## config.mk

```make
export PLATFORM = sky130hd
export DESIGN_NAME = param_fwd_pipe
export DESIGN_NICKNAME = d
export VERILOG_FILES = /design/src/rtl/param_fwd_pipe.sv
export SDC_FILE = /design/constraint.sdc
export NUM_CORES = 1
export LEC_CHECK = 0
export CAP_MARGIN = 10
export CORE_MARGIN = 3
export CORE_UTILIZATION = 45
export CTS_CLUSTER_DIAMETER = 50
export DETAILED_ROUTE_END_ITERATION = 10
export PLACE_DENSITY = 0.69
export SKIP_CTS_REPAIR_TIMING = 1
export SYNTH_ARGS = -nofsm -noshare
export SYNTH_HDL_FRONTEND = slang
export SYNTH_SLANG_ARGS = --single-unit
```

## constraint.sdc

```tcl
create_clock -name clk -period 3.3 [get_ports clk]
set_clock_uncertainty 0.2 [all_clocks]
set_input_delay 0.33 -clock clk [delete_from_list [all_inputs] [get_ports clk]]
set_output_delay 0.33 -clock clk [all_outputs]
set_load 0.02 [all_outputs]
```

## src/rtl/param_fwd_pipe.sv

```systemverilog
// param_fwd_pipe: 3-stage (ID/EX/WB) NOP/ADD/SUB/AND pipeline on an NREG x DW register file.
// Build option PFP_FORWARD_EN: EX/WB operand bypass; when undefined, RAW hazards are interlocked.
module param_fwd_pipe #(
    parameter int  DW   = 8,
    parameter int  NREG = 4,
    parameter int  CNTW = 16,
    localparam int RW   = $clog2(NREG),
    localparam int IW   = 2 + 3 * RW
) (
    input  logic              clk,
    input  logic              rst,
    input  logic [IW-1:0]     inst,
    input  logic              inst_valid,
    output logic              inst_ready,
    input  logic [RW-1:0]     dbg_raddr,
    output logic [DW-1:0]     dbg_rdata,
    input  logic              dbg_we,
    input  logic [RW-1:0]     dbg_waddr,
    input  logic [DW-1:0]     dbg_wdata,
    output logic              wb_valid,
    output logic [RW-1:0]     wb_rd,
    output logic [DW-1:0]     wb_data,
    output logic [2*NREG-1:0] sb_state,
    output logic [CNTW-1:0]   retire_cnt
);
    typedef enum logic [1:0] {
        OP_NOP = 2'b00,
        OP_ADD = 2'b01,
        OP_SUB = 2'b10,
        OP_AND = 2'b11
    } op_e;

    logic [DW-1:0]        rf [NREG];
    logic [NREG-1:0][1:0] sb;    // sb[i] = {writer of i in EX, writer of i in WB}

    op_e           id_op;
    logic [RW-1:0] id_rs1, id_rs2, id_rd;
    logic [DW-1:0] id_a, id_b;
    logic          accept, writer;

    logic          ex_wen;
    op_e           ex_op;
    logic [RW-1:0] ex_rd;
    logic [DW-1:0] ex_a, ex_b, ex_result;

    assign id_op  = op_e'(inst[IW-1 -: 2]);
    assign id_rs1 = inst[3*RW-1 -: RW];
    assign id_rs2 = inst[2*RW-1 -: RW];
    assign id_rd  = inst[RW-1:0];

`ifdef PFP_FORWARD_EN
    assign inst_ready = 1'b1;
`else
    assign inst_ready = !(inst_valid && (id_op != OP_NOP) &&
                          ((sb[id_rs1] != 2'b00) || (sb[id_rs2] != 2'b00)));
`endif

    assign accept = inst_valid && inst_ready;
    assign writer = accept && (id_op != OP_NOP);

    // Operand select; the newest producer (EX) takes precedence over WB.
    always_comb begin
        // NOTE: defaults first so every path assigns both operands; no latch is inferred.
        id_a = rf[id_rs1];
        id_b = rf[id_rs2];
`ifdef PFP_FORWARD_EN
        if (sb[id_rs1][1])      id_a = ex_result;
        else if (sb[id_rs1][0]) id_a = wb_data;
        if (sb[id_rs2][1])      id_b = ex_result;
        else if (sb[id_rs2][0]) id_b = wb_data;
`endif
    end

    always_ff @(posedge clk) begin
        if (rst) begin
            sb <= '0;
        end else begin
            // NOTE: non-blocking so every bit shifts from the pre-edge scoreboard.
            for (int i = 0; i < NREG; i++)
                sb[i] <= {writer && (id_rd == RW'(i)), sb[i][1]};
        end
    end

    assign sb_state = sb;

    always_ff @(posedge clk) begin
        if (rst) begin
            ex_wen <= 1'b0;
            ex_op  <= OP_NOP;
        end else begin
            ex_wen <= writer;
            ex_op  <= accept ? id_op : OP_NOP;
        end
    end

    // Payload registers carry no reset: they are only consumed when the matching wen/sb bit is set.
    always_ff @(posedge clk) begin
        ex_rd <= id_rd;
        ex_a  <= id_a;
        ex_b  <= id_b;
    end

    always_comb begin
        ex_result = '0;
        case (ex_op)
            OP_ADD:  ex_result = ex_a + ex_b;
            OP_SUB:  ex_result = ex_a - ex_b;
            OP_AND:  ex_result = ex_a & ex_b;
            default: ex_result = '0;
        endcase
    end

    always_ff @(posedge clk) begin
        if (rst) wb_valid <= 1'b0;
        else     wb_valid <= ex_wen;
    end

    always_ff @(posedge clk) begin
        wb_rd   <= ex_rd;
        wb_data <= ex_result;
    end

    always_ff @(posedge clk) begin
        if (rst) begin
            // NOTE: the register file is architecturally cleared on reset, so it is built from flops.
            for (int i = 0; i < NREG; i++)
                rf[i] <= '0;
        end else begin
            if (dbg_we)   rf[dbg_waddr] <= dbg_wdata;
            if (wb_valid) rf[wb_rd]     <= wb_data;  // later assignment wins a same-address collision
        end
    end

    assign dbg_rdata = rf[dbg_raddr];

    always_ff @(posedge clk) begin
        if (rst)           retire_cnt <= '0;
        else if (wb_valid) retire_cnt <= retire_cnt + 1'b1;
    end

endmodule
```

### Word-level counts from Yosys, hierarchy flattened

Memories as Yosys holds them, arrays and structs flattened. A register that Yosys moved wholly into a read port is not among the register bits.
Cells that the tools add are included.

* word-level logic and storage cells: 61
* bits in registers: 40
* memories kept: 1
* memory bits (writable): 32
* output and inout bits: 44

* muxes and demuxes: 19
* reductions and logical operators: 17
* bitwise operators: 2
* add/sub/neg operators: 3
* equality and inequality tests: 6
* order comparisons: 2

Memory list
* rf: words 4, bits a word 8, rd ports 3, clocked after Yosys merged registers in 2, write ports 4, line 33 `logic [DW-1:0] rf [NREG];`

Operators by type and width (number)
* 8-bit one-hot mux with 3 select lines: 1
* 16-bit by 1-bit adder with 16-bit output, second input constant: 1
* 8-bit 2-to-1 mux: 2
* 8-bit OR reduction: 2
* 1-bit 2-to-1 mux: 10
* 8-bit adder: 1
* 8-bit AND: 1
* 2-bit binary-select mux with 2-bit select: 2
* 2-bit == test, second input constant: 4
* 1-bit logical AND: 8
* 2-bit 2-to-1 mux: 4
* 8-bit subtractor: 1
* 2-bit by 3-bit < comparator with 1-bit output, second input constant: 2
* 2-bit nonzero test: 3
* 2-bit by 1-bit == test with 1-bit output, second input constant: 2
* 2-bit zero test: 1
* 2-bit OR reduction: 1
* 1-bit zero test: 1
* 1-bit logical OR: 1
* 1-bit NOT: 1

### Logic depth before layout (Yosys ltp)

Gate-level depths: netlist of the first run.

* depth in word-level cells: 9
* gate-level depth with buffers: 11
* mapped depth without buffers: 11

### Least setup slack after synthesis of the first run

OpenSTA, ideal clock, no wires.

* kind: register to register
* from: reg ex_op[0]
* to: reg wb_data[7]
* arrival time: 2076 ps
* period minus slack after synthesis: 2407 ps
* path buffers: 0
* stages on the path, launching flop included: 12
* required time: 2969 ps
* library setup time: 131 ps
* setup slack: 893 ps
* path through: dfxtp_1 > inv_1 > ha_1 > mux2_2 > inv_1 > ha_1 > nor2b_1 > o31a_1 > a31oi_1 > o21ai_0 > xnor2_1 > o22ai_1

* longest elaborated chain between the ends: 2
* elaborated cells between the ends (all ways): 4
* classes of those cells: eq/ne: 3; mux: 1

Ends and longest elaborated chain
* from (decl): line 42 `op_e ex_op;`
* from (signal assigned): line 92 `ex_op <= accept ? id_op : OP_NOP;`
* 2-bit == test or 2-bit by 1-bit == test with 1-bit output (tied branches): line 105 `case (ex_op)`
* 8-bit one-hot mux with 3 select lines *: line 105
* named net ex_result[7]: line 44 `logic [DW-1:0] ex_a, ex_b, ex_result;`
* to (signal assigned): line 120 `wb_data <= ex_result;`
* to (decl): line 22 `output logic [DW-1:0] wb_data,`

The timed path passes the listed nets; every way through them passes the cells marked *.
A chain may end at the register's enable or synchronous reset.

### Worst setup path in the final report of the first run

* from: in dbg_raddr[0]
* to: out dbg_rdata[4]

* longest elaborated chain between the ends: 1

Ends and longest elaborated chain
* from (decl): line 15 `input logic [RW-1:0] dbg_raddr,`
* memory read 4 x 8 bit
* to (decl): line 16 `output logic [DW-1:0] dbg_rdata,`

Every way passes these cells.

==> summary.txt, run 1 <==
Synthesis
  • Most used DFF post-synth: sky130_fd_sc_hd__dfxtp_1
  • Mean instance size in the synthesized netlist: between 10 and 15 sq um
  • Post-synthesis simple-gate area fraction: between 10 and 15%
  • Number of warnings reported in the yosys synthesis log: 0
  • Share of flip-flops with an asynchronous set or reset after synthesis: 0%
  • Number of distinct library cell variants in the gate-level netlist after synthesis: 54
  • EDFF count, synth: 32
  • Post-synthesis register bit count: a little under 90
  • Combinational family with the most area after synthesis: simple AND/OR/NAND/NOR gates
  • Top area cells in the synthesized netlist: sky130_fd_sc_hd__dfxtp_1 (26%), sky130_fd_sc_hd__edfxtp_1 (22%), sky130_fd_sc_hd__mux4_1 (7.8%), sky130_fd_sc_hd__mux4_2 (5.6%), sky130_fd_sc_hd__a22o_1 (5.0%)
  • Netlist Area Pre-Place: about 4400 sq um
  • Synthesized-area fraction occupied by xor and xnor cells: roughly 5%
  • Gate count after technology mapping: 358
  • Post-synthesis compound-gate area fraction: 11.91%
  • Top cell type by total area after synthesis: sky130_fd_sc_hd__dfxtp_1
  • Sequential cell area fraction in the yosys report: between 40% and 50%
  • Proportion of synthesized area in mux cells: 13.90%
  • Area share of the largest cell type after synthesis: approximately a quarter
  • Adder-cell area share of the yosys netlist: around 4.2%
  • Syn nets: slightly below 400

Floorplanning
  • Core area: 9371 sq um
  • Vert. Die Dim: roughly 100 um
  • Area of the die: between 10000 and 15000 sq um
  • Ports: between 60 and 70
  • Initial Util: between 40 and 50%
  • Num rows: 35
  • Die width: 104.8 um

Global routing
  • Largest net degree at the start of global routing: 18
  • Global-route wire length before repair: 15900 um
  • Via count of the first global-routing pass: roughly 3000
  • Total global routing track utilization: 18.30%
  • Number of antenna violations at the first check in global routing: 0
  • Grt total ovfl: 0

Status
  • Result of the run: finished, final reports clean

Clock network
  • Total number of H-tree levels: 3
  • Later-pin clock latency in the skew report: 0.34 ns
  • Clock Path Buffers: 2
  • Number of sinks driven by the clock tree: 88
  • Buffer cell driving the clock tree root: sky130_fd_sc_hd__clkbuf_8
  • Total clock buffers created by CTS: 9
  • Clock input transition at the sequential cells of the worst setup and hold paths: about 0.08 ns
  • TritonCTS clock tree: done

Critical path
  • Register-to-register setup slack: around 0.64 ns
  • Setup crit start kind: input pin
  • Reg-to-reg startpoint: ex_op[0]
  • Kind of critical path: in2out
  • Launching instance or port of the critical path: dbg_raddr[0]
  • Worst r2r dst: wb_data[7]
  • Element type at the critical path end: output port
  • Depth of the worst register-to-register path: 11
  • Worst EP required: 2.77 ns
  • End point of the critical path: dbg_rdata[4]
  • Largest fanout on the critical path: 5
  • Data arrival time of the critical path: roughly 2.3 ns

Timing
  • Timing-limited maximum frequency: between 300 and 400 MHz
  • Setup TNS after final layout: 0 ns
  • Post-route minimum period: approximately 2.8 ns
  • Normalized max-slew margin: 59.23%
  • Final Hold Slack: ~0.13 ns
  • Transition time at the pin with the least slew margin: about 0.6 ns
  • Setup-violating endpoint count in the final report: 0
  • Fin crit share: between 80% and 90%
  • Max-slew violations: 0
  • Setup repair after global routing missed its margin: no
  • Number of hold-slack violations in the final timing report: 0

Place
  • Instance area after placement: ~5200 sq um
  • Count of input and output buffers: 67
  • RD Place Congestion: 0.8206
  • Post-detailed-placement half-perimeter wirelength: around 7500 um

Run
  • Max-capacitance violation count: 0

Detailed routing
  • Vias per Instance: roughly 5.4
  • Detailed Routing Iterations Pass 1: 4
  • First DRT Iteration DRCs: 107
  • Detailed-route DRC error count: 0
  • Routed len/inst: 17.43 um
  • Overall via count from detail_route: 3045
  • Routed WL: 9759 um
  • Detail Route Antenna Nets: 0

Layout
  • Multi-input combinational cell area: around 2100 sq um
  • Sequential standard cell area: 2082 sq um
  • Total Nets Final: approximately 460
  • Utilization after layout: between 50% and 60%
  • Cell area after layout: between 5000 and 6000 sq um
  • Fraction of layout cells with a size suffix above 1: 11.14%
  • Layout overhead on the synthesized area: 22.42%
  • Number of diodes added for antenna fixing: 0
  • Fillers: 805

Power
  • Standby leakage power: roughly 2 nW
  • PwrDens: ~460 nW/um^2
  • VDD IR-drop max: between 0.15 and 0.2 mV

Worst hold path
  • Hold Path Class: reg2reg
-- layer usage --
metal / track usage (%) / wire [um] / share of wire, % / vias to the layer above
li1: - / - / - / 1491
met1: 23.14 / 4303 / 44 / 1476
met2: 31.07 / 4930 / 51 / 72
met3: 4.694 / 431 / 4.4 / 6
met4: 5.155 / 95 / 0.97 / 0
met5: 0 / 0 / 0 / -
-- kinds of logic (layout without fill, tap and decap cells) --
family,after synthesis,after routing
multiplexers,26,26
flip-flops,88,88
XOR/XNOR,25,25
adder cells (fa/ha/maj),14,14
AO/OA/AOI/OAI,72,72
AND/OR/NAND/NOR,104,104
buffers and inverters,29,102
-- through the flow --
step / power (mW) / setup slack [ns] / std cells
floorplan: 1.557 / 0.8934 / 358
global placement: 1.698 / 0.5352 / 544
detailed placement: 1.709 / 0.4834 / 544
CTS: 2.516 / 0.4822 / 560
global route: 2.617 / 0.4058 / 560
finish: 2.497 / 0.4958 / 560
-- worst max-delay path: stages --
cell,delay [ns]
sky130_fd_sc_hd__clkdlybuf4s50_1,0.65
sky130_fd_sc_hd__buf_4,0.23
sky130_fd_sc_hd__mux4_2,0.51
sky130_fd_sc_hd__clkdlybuf4s50_1,0.56
-- synth_stat cells, types with 6 or more instances --
master                     count
sky130_fd_sc_hd__inv_1        12
sky130_fd_sc_hd__buf_6         6
sky130_fd_sc_hd__nor2b_1       8
sky130_fd_sc_hd__o22ai_1       6
sky130_fd_sc_hd__a21oi_1       7
sky130_fd_sc_hd__ha_1         13
sky130_fd_sc_hd__o21ai_0      15
sky130_fd_sc_hd__dfxtp_1      56
sky130_fd_sc_hd__mux4_2       11
sky130_fd_sc_hd__nand3_1      11
sky130_fd_sc_hd__nand2_1      25
sky130_fd_sc_hd__nor2_1       23
sky130_fd_sc_hd__xnor2_1      12
sky130_fd_sc_hd__edfxtp_1     32
sky130_fd_sc_hd__xor2_1       13
sky130_fd_sc_hd__mux4_1       13
sky130_fd_sc_hd__a22o_1       25
-- flip-flops by register name (all words and copies together) (netlist names) --
name and count:
ex_wen 1, wb_data 8, ex_b 8, ex_a 8, ex_op 2, wb_valid 1
wb_rd 2, rf 32, retire_cnt 16, ex_rd 2, sb_state 8
-- cell type report --
class	count	area share [%]
clock inverters	6	1.698
multi-input cells	241	39.95
well taps	129	3.001
flip-flops and latches	88	38.72
inverters	13	0.9539
clock buffers	10	2.373
repair buffers	73	13.31
-- power breakdown --
part,total [mW],switching [mW],internal (mW)
combinational,0.447,0.215,0.232
sequential,1.24,0.0541,1.18
clock,0.811,0.379,0.432
total,2.50,0.649,1.85
-- worst min path at each step --
stage	startpoint	end	slack, ns	cells after the start
finish	ex_rd[1]	wb_rd[1]	0.13	0
global route	ex_rd[0]	wb_rd[0]	0.14	0
CTS	ex_rd[0]	wb_rd[0]	0.13	0
detailed placement	ex_rd[0]	wb_rd[0]	0.12	0
global placement	ex_rd[1]	wb_rd[1]	0.11	0
floorplan	ex_rd[0]	wb_rd[0]	0.11	0
-- layout by cell type, fill, tap and decap left out, types with 4 or more instances in the layout --
cell type	n
sky130_fd_sc_hd__inv_1	12
sky130_fd_sc_hd__nand2_1	25
sky130_fd_sc_hd__ha_1	13
sky130_fd_sc_hd__nand2b_1	5
sky130_fd_sc_hd__mux4_1	13
sky130_fd_sc_hd__nor2_1	23
sky130_fd_sc_hd__nor2b_1	8
sky130_fd_sc_hd__edfxtp_1	32
sky130_fd_sc_hd__a22o_1	25
sky130_fd_sc_hd__xor2_1	13
sky130_fd_sc_hd__and2b_1	4
sky130_fd_sc_hd__nand3_1	11
sky130_fd_sc_hd__xnor2_1	12
sky130_fd_sc_hd__mux4_2	11
sky130_fd_sc_hd__o21ai_0	15
sky130_fd_sc_hd__clkdlybuf4s50_1	67
sky130_fd_sc_hd__o22ai_1	6
sky130_fd_sc_hd__buf_4	6
sky130_fd_sc_hd__a21oi_1	7
sky130_fd_sc_hd__a31oi_1	5
sky130_fd_sc_hd__clkbuf_8	9
sky130_fd_sc_hd__dfxtp_1	56
Power figures use the tool's default switching activity.
==> run 2, diff against run 1 <==
Clock period 3.3 ns to 2.83 ns, I/O delays scaled along.
==> run 2 against run 1 <==
Final area hardly changed. Via count stayed put. Non-clock buffer count rose by 3. Die area unchanged. Largest cell class unchanged.
==> summary.txt, run 2 (synthesized netlist as in run 1, its figures left out) <==
Timing
  • Final Hold Slack: 0.1314 ns
  • Setup repair after global routing missed its margin: no
  • Post-route minimum period: roughly 2.6 ns
  • Timing-limited maximum frequency: around 380 MHz
  • Max-slew violations: 0
  • Setup-violating endpoint count in the final report: 0
  • Fin crit share: slightly above 90%
  • Number of hold-slack violations in the final timing report: 0
  • Setup TNS after final layout: 0 ns
  • Normalized max-slew margin: 62.79%
  • Transition time at the pin with the least slew margin: between 0.5 and 0.6 ns

Clock network
  • Total number of H-tree levels: 3
  • Clock input transition at the sequential cells of the worst setup and hold paths: 0.08 ns
  • Later-pin clock latency in the skew report: roughly 0.35 ns
  • Clock Path Buffers: 2
  • Buffer cell driving the clock tree root: sky130_fd_sc_hd__clkbuf_8
  • Number of sinks driven by the clock tree: between 80 and 90
  • Total clock buffers created by CTS: 9
  • TritonCTS clock tree: done

Critical path
  • Cell type group with the largest total delay on the critical path: compound AO/OA/AOI/OAI gates
  • Worst EP required: 2.85 ns
  • Launching instance or port of the critical path: ex_op[0]
  • Kind of critical path: reg2reg
  • Setup crit start kind: register
  • Data arrival time of the critical path: roughly 2.6 ns
  • Standard cell with the maximum stage delay on the critical path: sky130_fd_sc_hd__mux2_2
  • Reg-to-reg startpoint: ex_op[0]
  • Series of cell instances along the critical path: inv_1 > ha_1 > mux2_2 > inv_1 > ha_1 > nor2b_1 > o31a_1 > a31oi_1 > o21ai_0 > xnor2_1 > o22ai_1
  • Highest cell delay on the worst timing path: around 0.4 ns
  • Element type at the critical path end: register
  • Number of buffers and inverters on the critical path: 2
  • Largest fanout on the critical path: 7

Detailed routing
  • Routed len/inst: 16.86 um
  • Routed WL: 9492 um
  • Vias per Instance: roughly 5.4
  • Detail Route Antenna Nets: 0
  • Overall via count from detail_route: about 3000
  • First DRT Iteration DRCs: 120
  • Detailed-route DRC error count: 0
  • Detailed Routing Iterations Pass 1: 4

Layout
  • Number of diodes added for antenna fixing: 0
  • Commonest non-fill, non-tap cells in the layout: sky130_fd_sc_hd__clkdlybuf4s50_1 (67), sky130_fd_sc_hd__dfxtp_1 (56), sky130_fd_sc_hd__edfxtp_1 (32)
  • Final Instance Count excl. Fillers: roughly 560
  • Top register by number of flip-flops: rf
  • Leading cell type in the layout, fill and taps excluded: sky130_fd_sc_hd__clkdlybuf4s50_1
  • Max FFs per register: 32
  • Leading registers by flop count: rf x32, retire_cnt x16
  • Layout overhead on the synthesized area: 22.44%
  • Fraction of layout cells with a size suffix above 1: a little under an eighth
  • Total Nets Final: approximately 470
  • Fillers: just over 800

Place
  • Count of input and output buffers: 67
  • Number of placed instances with taps included: about 550
  • RD Place Congestion: around 0.83
  • Post-detailed-placement half-perimeter wirelength: ~7400 um

Power
  • PwrDens: 526.9 nW/um^2
  • Standby leakage power: between 2 and 2.5 nW
  • Total power of the final layout: roughly 2.8 mW
  • VDD IR-drop max: ~0.32 mV

Floorplanning
  • Vert. Die Dim: 104.8 um
  • Initial Util: 46.88%
  • Area of the die: ~11000 sq um
  • Die width: ~100 um
  • Core area: ~9400 sq um
  • Ports: 68
  • Num rows: 35

Global routing
  • Largest net degree at the start of global routing: 23
  • Total global routing track utilization: between 15 and 20%
  • Number of antenna violations at the first check in global routing: 0
  • Grt total ovfl: 0
  • Via count of the first global-routing pass: slightly above 3000
  • Global-route wire length before repair: around 16000 um

Worst hold path
  • Startpoint of the most critical hold path: ex_rd[0]
  • Hold Path Class: reg2reg

Status
  • Result of the run: finished, final reports clean

Run
  • Max-capacitance violation count: 0
==> run 2: cell types whose count changed in the layout (fill, tap and decap cells not counted) <==
cell | previous run | this run
sky130_fd_sc_hd__clkbuf_2 | 0 | 1
sky130_fd_sc_hd__bufinv_16 | 2 | 1
sky130_fd_sc_hd__inv_4 | 1 | 3
sky130_fd_sc_hd__clkbuf_8 | 9 | 10
sky130_fd_sc_hd__buf_4 | 6 | 9
sky130_fd_sc_hd__inv_6 | 2 | 0
sky130_fd_sc_hd__clkinvlp_2 | 1 | 0
==> run 2: metrics by stage <==
stage	util, %	cell area [sq um]	setup slack (ns)
floorplan	-	4393	0.4234
global placement	55.29	5181	0.2882
detailed placement	55.29	5181	0.2299
CTS	57.40	5379	0.2149
global route	57.40	5379	0.009371
finish	57.40	5379	0.2131
==> run 2: final timing paths <==
path | end | slack [ns] | cells past startpoint
min reg2reg | wb_rd[0] | 0.13 | 0
max reg2reg | wb_data[7] | 0.21 | 11
max | wb_data[7] | 0.21 | 11
min | wb_rd[0] | 0.13 | 0
==> run 2: layout make-up <==
class,instances,area (sq um),share of cell area (%)
Multi-Input combinational cell,241,2148,39.94
Sequential cell,88,2082,38.71
Timing Repair Buffer,76,738.2,13.72
Tap cell,129,161.4,3.001
Clock buffer,12,146.4,2.722
Clock inverter,4,51.30,0.9537
Inverter,13,51.30,0.9537
==> run 2: power by group <==
group	internal [mW]	switching [mW]
registers	1.38	0.0625
logic	0.271	0.247
clock network	0.440	0.433
total	2.09	0.742
==> run 2: metal layers <==
| metal | GRT usage, % | part of all wire, % | wire length [um] |
|---|---|---|---|
| met2 | 30.52 | 51 | 4795 |
| met3 | 4.880 | 4.7 | 444 |
| met1 | 21.88 | 44 | 4164 |
| met5 | 0 | 0 | 0 |
| met4 | 5.623 | 0.92 | 87 |
==> run 3, diff against run 2 <==
==> constraint.sdc (replaced) <==
create_clock -name clk -period 2.83 [get_ports clk]
set_clock_uncertainty 0.2 [all_clocks]
set_input_delay 0.566 -clock clk [delete_from_list [all_inputs] [get_ports clk]]
set_output_delay 0.566 -clock clk [all_outputs]
set_load 0.02 [all_outputs]
==> run 3 against run 2 <==
Via count increased by 3.5%. Critical endpoint is now dbg_rdata[6]. Critical path type is now in2out. Power up 10%. Largest cell class unchanged. Sequential share of layout area shrank 1.2 points. Non-clock buffer count rose by 9.
==> summary.txt, run 3 (synthesized netlist as in run 1, its figures left out) <==
Timing
  • Number of hold-slack violations in the final timing report: 0
  • Post-route minimum period: about 2.7 ns
  • Fin crit share: a little under 100%
  • Setup TNS after final layout: 0 ns
  • Timing-limited maximum frequency: about 370 MHz
  • Transition time at the pin with the least slew margin: 0.5231 ns
  • Fin worst setup slack: 0.1037 ns
  • Max-slew violations: 0
  • Setup repair after global routing missed its margin: no
  • Setup-violating endpoint count in the final report: 0
  • Normalized max-slew margin: approximately 65%

Place
  • Worst slack at placement: -0.2341 ns
  • RD Place Congestion: between 0.8 and 0.9
  • Instance area after placement: roughly 5200 sq um
  • Count of input and output buffers: 67
  • Post-detailed-placement half-perimeter wirelength: between 7000 and 8000 um

Worst hold path
  • Worst Hold Depth: 0
  • Hold Path Class: reg2reg

Clock network
  • TritonCTS clock tree: done
  • Buffer cell driving the clock tree root: sky130_fd_sc_hd__clkbuf_8
  • Total clock buffers created by CTS: 9
  • Clock Path Buffers: 2
  • Number of sinks driven by the clock tree: between 80 and 90
  • Later-pin clock latency in the skew report: around 0.36 ns
  • Total number of H-tree levels: 3
  • Clock input transition at the sequential cells of the worst setup and hold paths: about 0.09 ns

Layout
  • Multi-input combinational cell area: between 2000 and 2500 sq um
  • Utilization after layout: approximately 60%
  • Layout overhead on the synthesized area: 26.26%
  • Fraction of layout cells with a size suffix above 1: between 10% and 20%
  • Leading registers by flop count: rf x32, retire_cnt x16
  • Number of diodes added for antenna fixing: 0
  • Fillers: ~790
  • Commonest non-fill, non-tap cells in the layout: sky130_fd_sc_hd__clkdlybuf4s50_1 (58), sky130_fd_sc_hd__dfxtp_1 (56), sky130_fd_sc_hd__edfxtp_1 (32)
  • Cell area after layout: around 5500 sq um
  • Max FFs per register: 32
  • Top register by number of flip-flops: rf
  • Sequential standard cell area: 2082 sq um
  • Leading cell type in the layout, fill and taps excluded: sky130_fd_sc_hd__clkdlybuf4s50_1
  • Total Nets Final: around 480

Global routing
  • Total global routing track utilization: a little under a fifth
  • Global-route wire length before repair: around 16000 um
  • Via count of the first global-routing pass: approximately 3300
  • Largest net degree at the start of global routing: 22
  • Grt total ovfl: 0
  • Number of antenna violations at the first check in global routing: 0

Detailed routing
  • Detailed-route DRC error count: 0
  • Vias per Instance: roughly 5.5
  • Detail Route Antenna Nets: 0
  • First DRT Iteration DRCs: around 160
  • Detailed Routing Iterations Pass 1: 4
  • Overall via count from detail_route: about 3200
  • Routed WL: between 9000 and 10000 um
  • Routed len/inst: around 17 um

Power
  • Clock network fraction of total power: 36.9%
  • VDD IR-drop max: approximately 0.27 mV
  • PwrDens: between 500 and 600 nW/um^2
  • Net Switching: approximately 0.8 mW
  • Standby leakage power: approximately 2.2 nW
  • Total internal power: ~2.3 mW
  • Net switching fraction of the power: between 20% and 30%
  • Total power of the final layout: 3.129 mW
  • Share of total power in combinational logic: ~17%
  • Reg power frac: between 40% and 50%

Critical path
  • Worst EP required: ~2 ns
  • Kind of critical path: in2out
  • Depth of the worst register-to-register path: 11
  • Largest fanout on the critical path: 5
  • Element type at the critical path end: output port
  • Data arrival time of the critical path: just under 2 ns
  • Setup crit start kind: input pin

Floorplanning
  • Core area: 9371 sq um
  • Die width: 104.8 um
  • Num rows: 35
  • Vert. Die Dim: between 100 and 150 um
  • Area of the die: roughly 11000 sq um
  • Initial Util: approximately 47%
  • Ports: between 60 and 70

Run
  • Max-capacitance violation count: 0

Status
  • Result of the run: finished, final reports clean
-- run 3: cell types whose count changed in the layout (fill, tap and decap cells not counted), sizes merged, moves of 3 or more --
cell and delta:
buf +9, clkdlybuf4s50 -9, clkbuf -3, dlymetal6s2s +9, bufinv +3
-- run 3: final timing paths --
check          startpoint            to  slack, ns
max          dbg_raddr[0]  dbg_rdata[6]       0.10
min              ex_rd[0]      wb_rd[0]       0.15
max reg2reg      ex_op[0]    wb_data[7]       0.23
min reg2reg      ex_rd[0]      wb_rd[0]       0.15
-- run 3: area by class of cell --
cell class,count,share of cell area (%)
Timing Repair Buffer,85,14.93
Tap cell,129,2.910
Clock buffer,9,2.233
Multi-Input combinational cell,241,38.78
Sequential cell,88,37.54
Inverter,13,0.9249
Clock inverter,7,2.684
-- run 3: per-stage QoR --
stage,hold slack (ns),std cells
after floorplan,0.1096,358
after global placement,0.1150,556
after detailed placement,0.1135,556
after CTS,0.1499,572
after global routing,0.1522,572
final,0.1487,572
-- run 3: critical path: stages --
cell                              delay, ns
sky130_fd_sc_hd__clkdlybuf4s50_1       0.49
sky130_fd_sc_hd__buf_4                 0.17
sky130_fd_sc_hd__mux4_2                0.51
sky130_fd_sc_hd__dlymetal6s2s_1        0.22
-- run 3: power by group through the flow --
stage	Sequential (mW)	Combinational [mW]	Clock (mW)
6_report	1.45	0.528	1.15
5_1_grt	1.46	0.588	1.23
4_1_cts	1.45	0.535	1.17
3_5_place_dp	1.47	0.528	0
3_3_place_gp	1.47	0.519	0
2_1_floorplan	1.46	0.357	0
-- run 3: layer usage --
metal	vias up	track usage (%)	routed length, um
li1	1510	-	-
met1	1529	22.71	3980
met2	103	32.03	4997
met3	10	4.200	654
met4	0	7.029	129
met5	-	0	0
